===== src/rtl/hazard3_pwrup_responder.sv =====
// Always-on responder for the processor power-up req/ack handshake.
// Sequences fabric reset, clock gate, isolation and power switch on each request edge.
module hazard3_pwrup_responder #(
  parameter int SYNC_STAGES = 2,
  parameter int PWR_SETTLE  = 16,
  parameter int CLK_SETTLE  = 4
) (
  input  logic clk_always_on,
  input  logic rst,
  input  logic pwrup_req,
  output logic pwrup_ack,
  input  logic pwr_good,
  output logic pwr_en,
  output logic iso_en,
  output logic fabric_clk_en,
  output logic fabric_rst_n,
  output logic busy
);

  // Handshake: 4-phase level protocol. The requester moves pwrup_req; we move
  // pwrup_ack to the same level only after the matching sequence has finished,
  // and never abort a sequence once started.

  typedef enum logic [2:0] {
    S_ON     = 3'd0,
    S_DN_RST = 3'd1,
    S_DN_CLK = 3'd2,
    S_DN_ISO = 3'd3,
    S_OFF    = 3'd4,
    S_UP_PWR = 3'd5,
    S_UP_CLK = 3'd6
  } state_t;

  localparam logic [7:0] PWR_LOAD = 8'(PWR_SETTLE - 1);
  localparam logic [7:0] CLK_LOAD = 8'(CLK_SETTLE - 1);

  state_t     state;
  logic [7:0] cnt;
  logic       req_s;

  generate
    if (SYNC_STAGES == 0) begin : g_nosync
      assign req_s = pwrup_req;
    end else begin : g_sync
      logic [SYNC_STAGES-1:0] sync_q;
      // Reset to 1 so a powered-up reset state does not see a phantom request drop.
      always_ff @(posedge clk_always_on) begin
        if (rst) begin
          sync_q <= '1;
        end else begin
          sync_q[0] <= pwrup_req;
          for (int i = 1; i < SYNC_STAGES; i++) begin
            sync_q[i] <= sync_q[i-1];
          end
        end
      end
      assign req_s = sync_q[SYNC_STAGES-1];
    end
  endgenerate

  always_ff @(posedge clk_always_on) begin
    if (rst) begin
      state         <= S_ON;
      cnt           <= 8'd0;
      pwrup_ack     <= 1'b1;
      pwr_en        <= 1'b1;
      iso_en        <= 1'b0;
      fabric_clk_en <= 1'b1;
      fabric_rst_n  <= 1'b1;
      busy          <= 1'b0;
    end else begin
      case (state)
        S_ON: begin
          if (!req_s) begin
            fabric_rst_n <= 1'b0;
            cnt          <= CLK_LOAD;
            state        <= S_DN_RST;
            busy         <= 1'b1;
          end
        end
        S_DN_RST: begin
          if (cnt == 8'd0) begin
            fabric_clk_en <= 1'b0;
            cnt           <= CLK_LOAD;
            state         <= S_DN_CLK;
          end else begin
            cnt <= cnt - 8'd1;
          end
        end
        S_DN_CLK: begin
          if (cnt == 8'd0) begin
            iso_en <= 1'b1;
            state  <= S_DN_ISO;
          end else begin
            cnt <= cnt - 8'd1;
          end
        end
        S_DN_ISO: begin
          pwr_en    <= 1'b0;
          pwrup_ack <= 1'b0;
          state     <= S_OFF;
          busy      <= 1'b0;
        end
        S_OFF: begin
          if (req_s) begin
            pwr_en <= 1'b1;
            cnt    <= PWR_LOAD;
            state  <= S_UP_PWR;
            busy   <= 1'b1;
          end
        end
        S_UP_PWR: begin
          // Settle time elapsed: wait indefinitely for the rail to report good.
          if (cnt != 8'd0) begin
            cnt <= cnt - 8'd1;
          end else if (pwr_good) begin
            iso_en        <= 1'b0;
            fabric_clk_en <= 1'b1;
            cnt           <= CLK_LOAD;
            state         <= S_UP_CLK;
          end
        end
        S_UP_CLK: begin
          if (cnt == 8'd0) begin
            fabric_rst_n <= 1'b1;
            pwrup_ack    <= 1'b1;
            state        <= S_ON;
            busy         <= 1'b0;
          end else begin
            cnt <= cnt - 8'd1;
          end
        end
        default: begin
          state <= S_ON;
          busy  <= 1'b0;
        end
      endcase
    end
  end

endmodule


===== config.mk =====
export PLATFORM = sky130hd
export DESIGN_NAME = hazard3_pwrup_responder
export DESIGN_NICKNAME = d
export VERILOG_FILES = /design/src/rtl/hazard3_pwrup_responder.sv
export SDC_FILE = /design/constraint.sdc
export NUM_CORES = 1
export LEC_CHECK = 0
export ABC_AREA = 1
export ABC_CLOCK_PERIOD_IN_PS = 1600
export BUFFER_PORTS_ARGS = -buffer_cell sky130_fd_sc_hd__buf_4
export CORE_MARGIN = 2
export CORE_UTILIZATION = 60
export CTS_BUF_LIST = sky130_fd_sc_hd__clkbuf_8
export CTS_CLUSTER_SIZE = 20
export DETAILED_ROUTE_END_ITERATION = 7
export PLACE_DENSITY_LB_ADDON = 0.3
export SLEW_MARGIN = 20
export SYNTH_ARGS = -nofsm -noshare
export SYNTH_HDL_FRONTEND = slang
export SYNTH_SLANG_ARGS = --single-unit

===== constraint.sdc =====
create_clock -name clk_always_on -period 1.6 [get_ports clk_always_on]
set_input_delay 0 -clock clk_always_on [delete_from_list [all_inputs] [get_ports clk_always_on]]
set_output_delay 0 -clock clk_always_on [all_outputs]
set_load 0.1 [all_outputs]

# Word level (Yosys, flattened, before mapping)

Cells that the tools add are included.

Add/sub/neg operators: 1
Eq/ne operators: 15
Muxes and demuxes: 30
Bitwise logic cells: 1
Reduce and logical (&&, ||, !) cells: 19

Operators with widths:

| kind                                                                | count |
|---|---|
| 8-bit 2-to-1 mux                                                    | 6 |
| 8-bit case mux with 5 select lines                                  | 1 |
| 3-bit 2-to-1 mux                                                    | 7 |
| 3-bit case mux with 7 select lines                                  | 1 |
| 2-bit inequality test (second input constant)                       | 8 |
| 4-bit AND reduction                                                 | 3 |
| 1-bit case mux with 2 select lines                                  | 5 |
| 2-bit nonzero test                                                  | 5 |
| 3-bit == test (second input constant)                               | 3 |
| 1-bit 2-to-1 mux                                                    | 9 |
| 8-bit logical NOT                                                   | 1 |
| 8-bit nonzero test                                                  | 1 |
| 8-bit by 1-bit subtractor with 8-bit output (second input constant) | 1 |
| 7-bit AND reduction                                                 | 1 |
| 3-bit by 2-bit == test with 1-bit output (second input constant)    | 2 |
| 5-bit AND reduction                                                 | 1 |
| 5-bit nonzero test                                                  | 1 |
| 1-bit case mux with 4 select lines                                  | 1 |
| 2-bit AND reduction                                                 | 2 |
| 3-bit by 1-bit == test with 1-bit output (second input constant)    | 1 |
| 3-bit logical NOT                                                   | 1 |
| 3-bit inequality test (second input constant)                       | 1 |
| 3-bit AND reduction                                                 | 1 |
| 3-bit OR reduction                                                  | 1 |
| other kinds (2)                                                     | 2 |

Flip-flop bits (word level): 19
Input bits: 4
Output and inout bits: 6
Word-level logic and storage cells: 75

# Logic depth before layout (Yosys ltp)

Depth after elaboration: 4
Depth in mapped cells: 10
Gate-level depth less buffers: 10

# Worst setup path before layout

No wires, ideal clock.

Path type: flip-flop to flip-flop
Start: register cnt[0]
End: register state[1]
Setup time: 0.115 ns
Data arrival time: 1.269 ns
Data required time: 1.485 ns
Slack: 0.216 ns
Cell stages (with the launch flop): 10
Path buffers: 0
Period minus slack after synthesis: 1.384 ns
Cells stage by stage: dfxtp_1 > inv_1 > ha_1 > nand2_1 > nor2_8 > nor2_1 > nor2_4 > nand2_2 > nand2_1 > and3_1

Cells in the longest elaborated chain, start to end: 3
Elaborated cells between the ends (all ways): 7
Those cells by class: 4 x eq/ne; 3 x reduce/logical

RTL lines:

| element                                                 | line | source |
|---|---|---|
| start, declared                                         | 38   | `logic [7:0] cnt;` |
| start signal, assigned                                  | 87   | `cnt <= cnt - 8'd1;` |
| start signal, assigned                                  | 95   | `cnt <= cnt - 8'd1;` |
| start signal, assigned                                  | 115  | `cnt <= cnt - 8'd1;` |
| 8-bit logical NOT or 8-bit nonzero test (tied branches) | n/a  |  |
| 2-bit inequality test (no source line)                  | n/a  |  |
| 7-bit AND reduction (no source line) (*)                | n/a  |  |
| end signal, assigned                                    | 85   | `state <= S_DN_CLK;` |
| end signal, assigned                                    | 93   | `state <= S_DN_ISO;` |
| end signal, assigned                                    | 127  | `state <= S_ON;` |
| end, declared                                           | 37   | `state_t state;` |

Every way passes the cells marked *; elsewhere a longest branch is shown, timed or not.
A chain may end at the register's enable or synchronous reset.

# Worst setup path in the final report

Same ends and word-level chain as after synthesis.

==> flow_metrics.py <==
metrics = {
    "outcome": {
        "status": "completed",
    },
    "drt": {
        "first_iter_violations": 39,
        "wl_met3_um": 168,
        "wl_met2_um": 1097,
        "firstDrtPassIters": 5,
        "wl_met1_um": 1011,
        "vias": 1004,
        "wl_um": 2285,
        "wl_per_cell_um": 11.66,
        "viasPerCell": 5.122,
        "dr.max_layer_used": "met4",
        "ant_nets": 0,
        "drc": 0,
    },
    "logic_synthesis": {
        "synthArstFlopShare_pct": 0,
        "synth_nets": 161,
        "syn_area_per_cell_um2": 7.039,
        "syn-cell-area_um2": 1091,
        "synth_top_cell_by_area": "dfxtp_1",
        "synth_cells": 155,
        "yosysSeqAreaShare_pct": 34.86,
        "yosysMostFrequentCell": "nand2_1",
        "synth_edf_count": 0,
        "synth_top_cells_by_count": "nand2_1 (34), inv_1 (20), dfxtp_1 (19)",
        "ys_warn_count": 0,
        "synthTopCellsByArea": "dfxtp_1 (35%), nand2_1 (12%), inv_1 (6.9%)",
        "ys_dominant_reg_cell": "dfxtp_1",
        "synth_top_area_share_pct": 34.86,
        "synth_seq_cells": 19,
        "ys_types": 27,
    },
    "final_layout": {
        "num_antenna_cells": 0,
        "instances_no_fill": 196,
        "num-nets-final": 178,
        "fillers": 131,
        "final_util_pct": 74.64,
        "syn_to_final_growth_pct": 18.12,
        "layout-drive-gt1-share_pct": 26.32,
    },
    "clock_network": {
        "clk-insertion-delay-late_ns": 0.25,
        "cts_sinks": 19,
        "root_buffer": "clkbuf_8",
        "clk_pin_slew_ns": 0.07,
        "cts_tree": "done",
        "cts_made_buffers": 3,
        "cts_buffer_depth": 2,
        "ctsHtreeMaxLevel": 1,
    },
    "placed_design": {
        "hpwl_um": 1652,
        "gp_congestion": 0.9077,
        "pre_cts_ws_ns": 0.08121,
        "place_inst": 188,
        "port_buffers": 9,
    },
    "grt": {
        "antenna_found_initial": 0,
        "grt_use_total_pct": 24.22,
        "grt_pass1_wl_um": 3705,
        "grt_pass1_vias": 897,
        "grt_overflow_total": 0,
        "grt_max_degree": 12,
    },
    "timing": {
        "rsz0062_at_grt": "no",
        "fin_ws_ns": 0.1192,
        "setup_tns_ns": 0,
        "fmax_mhz": 675.3,
        "layout_min_cycle_time_ns": 1.481,
        "worst_pin_slew_ns": 0.3670,
        "slew_viol_final": 0,
        "relSlewSlack_pct": 75.34,
        "setup_viol": 0,
        "period_share_pct": 92.55,
        "hold_viol_final": 0,
        "skew_ns": 0.002001,
    },
    "floorplanning": {
        "fp.dieW_um": 46.64,
        "num_rows": 15,
        "dieArea_um2": 2175,
        "die_h_um": 46.64,
        "initial_core_util_pct": 63.19,
        "ioPinCount": 10,
        "coreArea_um2": 1727,
    },
    "pwr": {
        "vdd_ir_drop_max_v": 0.001370,
        "seqPwrFrac_pct": 25.1,
        "power.leakage_nw": 0.6069,
        "p_clk_share_pct": 10.8,
        "comb_power_share_pct": 64.0,
        "p_switching_w": 0.001597,
        "power.density_nw_per_um2": 2389,
        "intPower_w": 0.001482,
        "swShare_pct": 51.86,
    },
    "setup_path": {
        "critPathRequiredTime_ns": 1.75,
        "critPathMaxStageDelay_ns": 0.32,
        "crit_fanout": 5,
        "cp_slowest_cell": "dfxtp_1",
        "end_kind": "register",
        "crit_arrival_ns": 1.63,
        "crit_type": "register to register",
        "cp_cell_sequence": "inv_1 > ha_1 > nand2_2 > nor2_8 > nor2_1 > nor2_4 > nand3_1 > and3_1",
        "crit_path_start_kind": "register",
    },
    "flow_run": {
        "cap_violations": 0,
    },
    "hold_path": {
        "hp-class": "input pin to register",
    },
}
power groups by stage:
| stage | registers [W] | logic, W | clock network (W) |
|---|---|---|---|
| 3_5_place_dp | 0.000774 | 0.00178 | 0 |
| 6_report | 0.000774 | 0.00197 | 0.000333 |
| 4_1_cts | 0.000766 | 0.00181 | 0.000338 |
| 3_3_place_gp | 0.000766 | 0.00174 | 0 |
| 2_1_floorplan | 0.000986 | 0.00127 | 0 |
| 5_1_grt | 0.000799 | 0.00214 | 0.000354 |
stage by stage:
stage / hold slack (ns) / area, um^2 / power [W]
CTS: 0.2446 / 1256 / 0.002917
global route: 0.2761 / 1289 / 0.003293
global placement: 0.1837 / 1190 / 0.002509
finish: 0.2334 / 1289 / 0.003079
floorplan: 0.1038 / 1091 / 0.002256
detailed placement: 0.2009 / 1190 / 0.002558
logic make-up (layout without fill, tap and decap cells):
| family | Yosys count | count (layout) | synth area share (%) |
|---|---|---|---|
| AOI/OAI and AO/OA | 22 | 22 | 11.58 |
| xor gates and xnor gates | 2 | 2 | 1.606 |
| adders and majority gates | 2 | 2 | 2.293 |
| buffers and inverters | 25 | 41 | 8.946 |
| DFF | 19 | 19 | 34.86 |
| and+or+nand+nor | 85 | 85 | 40.71 |
final cells by class:
type | count | area, um^2 | share of cell area (%)
clock buffers | 3 | 41.29 | 3.204
clock inverters | 1 | 5.005 | 0.3883
inverters | 22 | 82.58 | 6.408
multi-input cells | 111 | 615.6 | 47.77
flip-flops and latches | 19 | 382.9 | 29.71
well taps | 25 | 31.28 | 2.427
repair buffers | 15 | 130.1 | 10.10
state kept, by name, summed over array words and instances (netlist names):
signal,cells
cnt,8
state,3
g_sync.sync_q,2
busy,1
fabric_clk_en,1
fabric_rst_n,1
iso_en,1
pwr_en,1
pwrup_ack,1
per-layer routing:
metal / GRT usage [%] / up-vias
li1: - / 518
met1: 33.02 / 440
met2: 37.50 / 44
met3: 4.314 / 2
met4: 10.00 / 0
met5: 0 / -
critical path: cells and delay by family (launching register included):
family,cells,cell delay (ns)
buffers and inverters,1,0.10
DFF,1,0.32
adders and majority gates,1,0.18
and+or+nand+nor,6,0.76
layout by cell type, fill, tap and decap left out, types with 2 or more instances in the layout:
| cell type | count |
|---|---|
| nand3_2 | 4 |
| or2_2 | 2 |
| a21oi_1 | 8 |
| nand2_1 | 33 |
| nand2_2 | 9 |
| dfxtp_2 | 2 |
| ha_1 | 2 |
| o21ai_1 | 5 |
| nand4_1 | 2 |
| nand3_1 | 7 |
| dlygate4sd3_1 | 2 |
| inv_2 | 2 |
| dfxtp_1 | 17 |
| nor2_2 | 4 |
| clkbuf_8 | 3 |
| nor3_1 | 3 |
| inv_1 | 20 |
| buf_4 | 12 |
| nor2_4 | 2 |
| nor2_1 | 16 |
| o21ai_0 | 6 |
what timing repair did:
item	in CTS	in global routing
resized for setup	0	3
setup buffers	0	2
hold endpoints to repair	6	0
hold buffers	2	0
setup endpoints to repair	0	7
final timing paths:
path,from,to,slack (ns),cells past startpoint
hold reg to reg,g_sync.sync_q[0]$_SDFF_PP1_,g_sync.sync_q[1]$_SDFF_PP1_,0.43,1
setup / recovery,cnt[0]$_SDFFE_PP0P_,state[1]$_SDFFE_PP0P_,0.12,8
hold / removal,pwr_good,iso_en$_SDFFE_PP0P_,0.23,6
setup reg to reg,cnt[0]$_SDFFE_PP0P_,state[1]$_SDFFE_PP0P_,0.12,8
Note: power is estimated with default switching activity, not from simulation.
